File: src/rtl/rs485_tx_sched.sv
// Round-robin RS-485 transmit scheduler: one shared serializer for X/Y/Z.
// Optional even-parity bit between data and stop when RS485_PARITY_EN is defined.
module rs485_tx_sched #(
  parameter int unsigned CLK_DIV    = 16,
  parameter int unsigned GUARD_PRE  = 8,
  parameter int unsigned GUARD_POST = 8
) (
  input  logic       clk,
  input  logic       rst,
  input  logic [2:0] req,
  input  logic [7:0] data_x,
  input  logic [7:0] data_y,
  input  logic [7:0] data_z,
  output logic [2:0] ack,
  output logic [1:0] grant,
  output logic       busy,
  output logic       TxD_X,
  output logic       TxD_Y,
  output logic       TxD_Z,
  output logic       DE_X,
  output logic       DE_Y,
  output logic       DE_Z
);

  localparam int unsigned M1 =
    (CLK_DIV > GUARD_PRE) ? CLK_DIV : GUARD_PRE;
  localparam int unsigned MAXC =
    (M1 > GUARD_POST) ? M1 : GUARD_POST;
  localparam int unsigned CW = $clog2(MAXC);

  localparam logic [CW-1:0] PRE_END  = CW'(GUARD_PRE - 1);
  localparam logic [CW-1:0] DIV_END  = CW'(CLK_DIV - 1);
  localparam logic [CW-1:0] POST_END = CW'(GUARD_POST - 1);

  typedef enum logic [2:0] {
    IDLE,
    PRE,
    START,
    DATA,
`ifdef RS485_PARITY_EN
    PARITY,
`endif
    STOP,
    POST
  } state_t;

  state_t        state_q, state_d;
  logic [CW-1:0] cnt_q, cnt_d;
  logic [2:0]    bit_q, bit_d;
  logic [1:0]    grant_q, grant_d;
  logic [1:0]    last_q, last_d;
  logic [7:0]    data_q, data_d;
  logic [2:0]    ack_q, ack_d;
  logic [2:0]    txd_q, txd_d;
  logic [2:0]    de_q, de_d;
  logic          busy_q;
  logic [1:0]    sel;
  logic [7:0]    sel_data;
  logic          tx_bit;

  // Search begins one past the last granted channel.
  always_comb begin
    sel = 2'd0;
    unique case (last_q)
      2'd0: sel = req[1] ? 2'd1 : (req[2] ? 2'd2 : 2'd0);
      2'd1: sel = req[2] ? 2'd2 : (req[0] ? 2'd0 : 2'd1);
      default: sel = req[0] ? 2'd0 : (req[1] ? 2'd1 : 2'd2);
    endcase
  end

  always_comb begin
    sel_data = data_z;
    unique case (1'b1)
      (sel == 2'd0): sel_data = data_x;
      (sel == 2'd1): sel_data = data_y;
      default:       sel_data = data_z;
    endcase
  end

  always_comb begin
    state_d = state_q;
    cnt_d   = cnt_q + 1'b1;
    bit_d   = bit_q;
    grant_d = grant_q;
    last_d  = last_q;
    data_d  = data_q;
    ack_d   = '0;
    unique case (state_q)
      IDLE: begin
        cnt_d   = '0;
        bit_d   = '0;
        grant_d = 2'd3;
        if (|req) begin
          state_d    = PRE;
          grant_d    = sel;
          last_d     = sel;
          data_d     = sel_data;
          ack_d[sel] = 1'b1;
        end
      end
      PRE: if (cnt_q == PRE_END) begin
        state_d = START;
        cnt_d   = '0;
      end
      START: if (cnt_q == DIV_END) begin
        state_d = DATA;
        cnt_d   = '0;
        bit_d   = '0;
      end
      DATA: if (cnt_q == DIV_END) begin
        cnt_d = '0;
        if (bit_q == 3'd7) begin
`ifdef RS485_PARITY_EN
          state_d = PARITY;
`else
          state_d = STOP;
`endif
          bit_d = '0;
        end else begin
          bit_d = bit_q + 1'b1;
        end
      end
`ifdef RS485_PARITY_EN
      PARITY: if (cnt_q == DIV_END) begin
        state_d = STOP;
        cnt_d   = '0;
      end
`endif
      STOP: if (cnt_q == DIV_END) begin
        state_d = POST;
        cnt_d   = '0;
      end
      POST: if (cnt_q == POST_END) begin
        state_d = IDLE;
        cnt_d   = '0;
        grant_d = 2'd3;
      end
      default: begin
        state_d = IDLE;
        cnt_d   = '0;
        grant_d = 2'd3;
      end
    endcase
  end

  // Line outputs follow the next state so they stay registered yet aligned.
  always_comb begin
    tx_bit = 1'b1;
    unique case (state_d)
      START:   tx_bit = 1'b0;
      DATA:    tx_bit = data_d[bit_d];
`ifdef RS485_PARITY_EN
      PARITY:  tx_bit = ^data_d;
`endif
      default: tx_bit = 1'b1;
    endcase
    txd_d = 3'b111;
    de_d  = 3'b000;
    for (int i = 0; i < 3; i++) begin
      if (state_d != IDLE && grant_d == 2'(i)) begin
        txd_d[i] = tx_bit;
        de_d[i]  = 1'b1;
      end
    end
  end

  always_ff @(posedge clk) begin
    if (!rst) begin
      state_q <= IDLE;
      cnt_q   <= '0;
      bit_q   <= '0;
      grant_q <= 2'd3;
      last_q  <= 2'd2;
      data_q  <= '0;
      ack_q   <= '0;
      txd_q   <= 3'b111;
      de_q    <= 3'b000;
      busy_q  <= 1'b0;
    end else begin
      state_q <= state_d;
      cnt_q   <= cnt_d;
      bit_q   <= bit_d;
      grant_q <= grant_d;
      last_q  <= last_d;
      data_q  <= data_d;
      ack_q   <= ack_d;
      txd_q   <= txd_d;
      de_q    <= de_d;
      busy_q  <= (state_d != IDLE);
    end
  end

  assign ack   = ack_q;
  assign grant = grant_q;
  assign busy  = busy_q;
  assign TxD_X = txd_q[0];
  assign TxD_Y = txd_q[1];
  assign TxD_Z = txd_q[2];
  assign DE_X  = de_q[0];
  assign DE_Y  = de_q[1];
  assign DE_Z  = de_q[2];

endmodule

File: config.mk
export PLATFORM = sky130hd
export DESIGN_NAME = rs485_tx_sched
export DESIGN_NICKNAME = d
export VERILOG_FILES = /design/src/rtl/rs485_tx_sched.sv
export SDC_FILE = /design/constraint.sdc
export NUM_CORES = 1
export LEC_CHECK = 0
export ABC_AREA = 1
export BUFFER_PORTS_ARGS = -buffer_cell sky130_fd_sc_hd__buf_2
export CORE_ASPECT_RATIO = 0.9
export CORE_MARGIN = 3
export CORE_UTILIZATION = 25
export DETAILED_ROUTE_END_ITERATION = 10
export PLACE_DENSITY = 0.52
export SLEW_MARGIN = 20
export SYNTH_ARGS = -nofsm -noshare
export SYNTH_HDL_FRONTEND = slang
export SYNTH_SLANG_ARGS = --single-unit
export TNS_END_PERCENT = 5
File: constraint.sdc
create_clock -name clk -period 1.7 [get_ports clk]
set_clock_uncertainty 0.15 [all_clocks]
set_input_delay 0.255 -clock clk [delete_from_list [all_inputs] [get_ports clk]]
set_output_delay 0.255 -clock clk [all_outputs]
set_load 0.1 [all_outputs]
==> impl_metrics.toml <==
[yosys]
syn-cell-area_um2 = 1700
avgSynthCellArea_um2 = 7.08
synth_cell_type_count = 32
synthCells = 240
ys.warnings.count = 0
synth.net_count = 272
seq_area_frac_synth_pct = 37.7
ys_ff_latch = 32

[global_routing]
gr-total-overflow = 0
grt_pass1_vias = 1741
antenna_found_initial = 0
grt_usage_pct = 12.4
grt_max_degree = 13
grt_pass1_wl_um = 7760

[critical_path]
crit_arrival_ns = 1.83
reg2reg_depth = 10
timing.rr.end = "txd_q[1]"
crit_fanout = 3
worst-r2r-setup-slack_ns = -0.12
cp_num_buf_inv = 3
crit_required_ns = 1.70
crit_type = "register to register"
crit_chain = "buf_4, nand2_1, nor2_4, buf_4, nand3_1, and2_1, inv_1, nand3_2, nand3_4, nand3_2"
max_stage_delay_ns = 0.37
cp-start-kind = "register"
slowest_stage = "dfxtp_2"
r2r-start = "state_q[1]"
cp-end-kind = "register"
cp_top_family = "simple AND/OR/NAND/NOR gates"

[routing]
wl_per_cell_um = 12.0
wl_um = 5050
via_per_inst = 4.48
via_count = 1882
drc = 0
drtPass1Iterations = 4
first_iter_violations = 102
drtAntennaViolNets = 0

[hold_path]
min_to = "last_q[1]"
hold_depth = 3
min_from = "rst"
holdCritPathClass = "primary input to register"

[placement]
gp_congestion = 0.786
dp_slack_ns = -0.211
io_buffers = 40
hpwl_um = 3460

[floorplan]
die_h_um = 84.2
ios = 41
rows = 27
fp.dieW_um = 92.9
dieArea_um2 = 7830
initial_core_util_pct = 26.8
core_um2 = 6350

[power]
p_per_area_nw_per_um2 = 843
p_comb_share_pct = 31.5
leakage_nw = 1.26
intPower_mw = 1.51
p_clk_share_pct = 31.5
total_power_mw = 2.26
seqPwrFrac_pct = 36.9
ir_drop_mv = 0.271
switchingPower_mw = 0.746
switching_share_pct = 33.0

[sta]
layout_setup_ws_ns = -0.124
setup-violations-final = 6
hold_violations = 0
fmax_mhz = 548
setup_tns_ns = -0.469
fin_crit_ns = 1.82
grt_setup_unrepaired = "yes"
worst_pin_slew_ns = 0.488
slew_headroom_pct = 67.7
hold_slack_ns = 0.176
slew_violations = 0
period_share_pct = 107

[finish]
fin_nets = 364
drive_gt1_share_pct = 52.9
most-common-layout-cells = "buf_4, nand2_1, buf_2"
fin_util_pct = 42.2
diodes = 0
final_common_cell = "buf_4"
area_growth_pct = 57.5

[clock_network]
cts_buffers = 5
cts_tree = "built"
cts_root_buf = "clkbuf_8"
clk_pin_slew_worst_paths_ns = 0.07
htreeDepth = 2
clockBufferDepth = 2
clk_latency_ns = 0.29
numClockSinks = 32

[job]
drv_cap = 0

[status]
violations = "negative setup slack"
status = "complete, but fails checks"
logic make-up (layout without fill, tap and decap cells):
kind of cell | Yosys count | in the layout | share of synthesized area [%]
and+or+nand+nor | 148 | 149 | 42.8
DFF | 32 | 32 | 37.7
AOI/OAI and AO/OA | 25 | 25 | 8.98
buffers and inverters | 31 | 123 | 7.80
adders and majority gates | 3 | 3 | 2.21
xor gates and xnor gates | 1 | 1 | 0.515
layer usage:
layer  vias to the layer above  GRT usage [%]  wire length, um
li1                        961              -                -
met1                       855           15.0             2220
met2                        54           20.9             2500
met3                        12           3.49              218
met4                         0           4.39              105
met5                         -              0                0
state kept, by name (all words and copies together), names as in the netlist:
| register | count |
|---|---|
| busy | 1 |
| txd_q | 3 |
| de_q | 3 |
| data_q | 8 |
| state_q | 3 |
| bit_q | 3 |
| cnt_q | 4 |
| last_q | 2 |
| ack | 3 |
| grant | 2 |
synth_stat cells, drive strengths merged:
master / n / area, um^2
inv: 27 / 101
o21ai: 7 / 38.8
o211ai: 1 / 7.51
a221oi: 1 / 8.76
nand2: 50 / 210
and2: 2 / 12.5
buf: 3 / 27.5
nand3: 37 / 215
a21boi: 1 / 11.3
o22ai: 1 / 6.26
a21oi: 13 / 72.6
or2: 6 / 37.5
nor3: 6 / 35.0
dfxtp: 32 / 641
nor2: 47 / 218
xor2: 1 / 8.76
ha: 3 / 37.5
o31ai: 1 / 7.51
clkbuf: 1 / 3.75
power by group through the flow:
stage / Sequential (mW) / Combinational (mW) / Clock (mW)
finish: 0.834 / 0.711 / 0.712
global route: 0.840 / 0.764 / 0.775
CTS: 0.832 / 0.668 / 0.737
detailed placement: 0.846 / 0.606 / 0
global placement: 0.845 / 0.606 / 0
floorplan: 0.988 / 0.272 / 0
timing repair:
action | in CTS | in global routing
endpoints found under the setup margin | 5 | 14
hold buffers | 0 | 0
pin swaps | 23 | 18
gates resized for setup | 22 | 35
cloned | 0 | 1
setup buffers | 8 | 3
how the worst max path moves through the flow:
| stage | end | from | depth (start not counted) |
|---|---|---|---|
| final | txd_q[1] | state_q[1] | 10 |
| after global routing | txd_q[1] | state_q[0] | 13 |
| after CTS | txd_q[2] | state_q[0] | 13 |
| after detailed placement | txd_q[0] | req[0] | 12 |
| after global placement | txd_q[2] | last_q[1] | 11 |
| after floorplan | txd_q[0] | bit_q[0] | 10 |
layout make-up:
class                   count  area [um^2]
clock inverters             2         35.0
inverters                  27          104
clock buffers               6         72.6
multi-input cells         178         1130
well taps                  87          109
repair buffers             88          568
flip-flops and latches     32          658
fillers                   649         3670
worst reg2reg max path, stage by stage (launching register included):
cell and delay (ns):
dfxtp_2 0.37, buf_4 0.13, nand2_1 0.14, nor2_4 0.17, buf_4 0.13, nand3_1 0.06, and2_1 0.19, inv_1 0.08
nand3_2 0.10, nand3_4 0.09, nand3_2 0.07
metrics by stage:
step	area, um^2	instances
floorplan	1710	240
global placement	2270	400
detailed placement	2270	400
CTS	2520	416
global route	2680	420
finish	2680	420
Note: power is estimated with default switching activity, not from simulation.
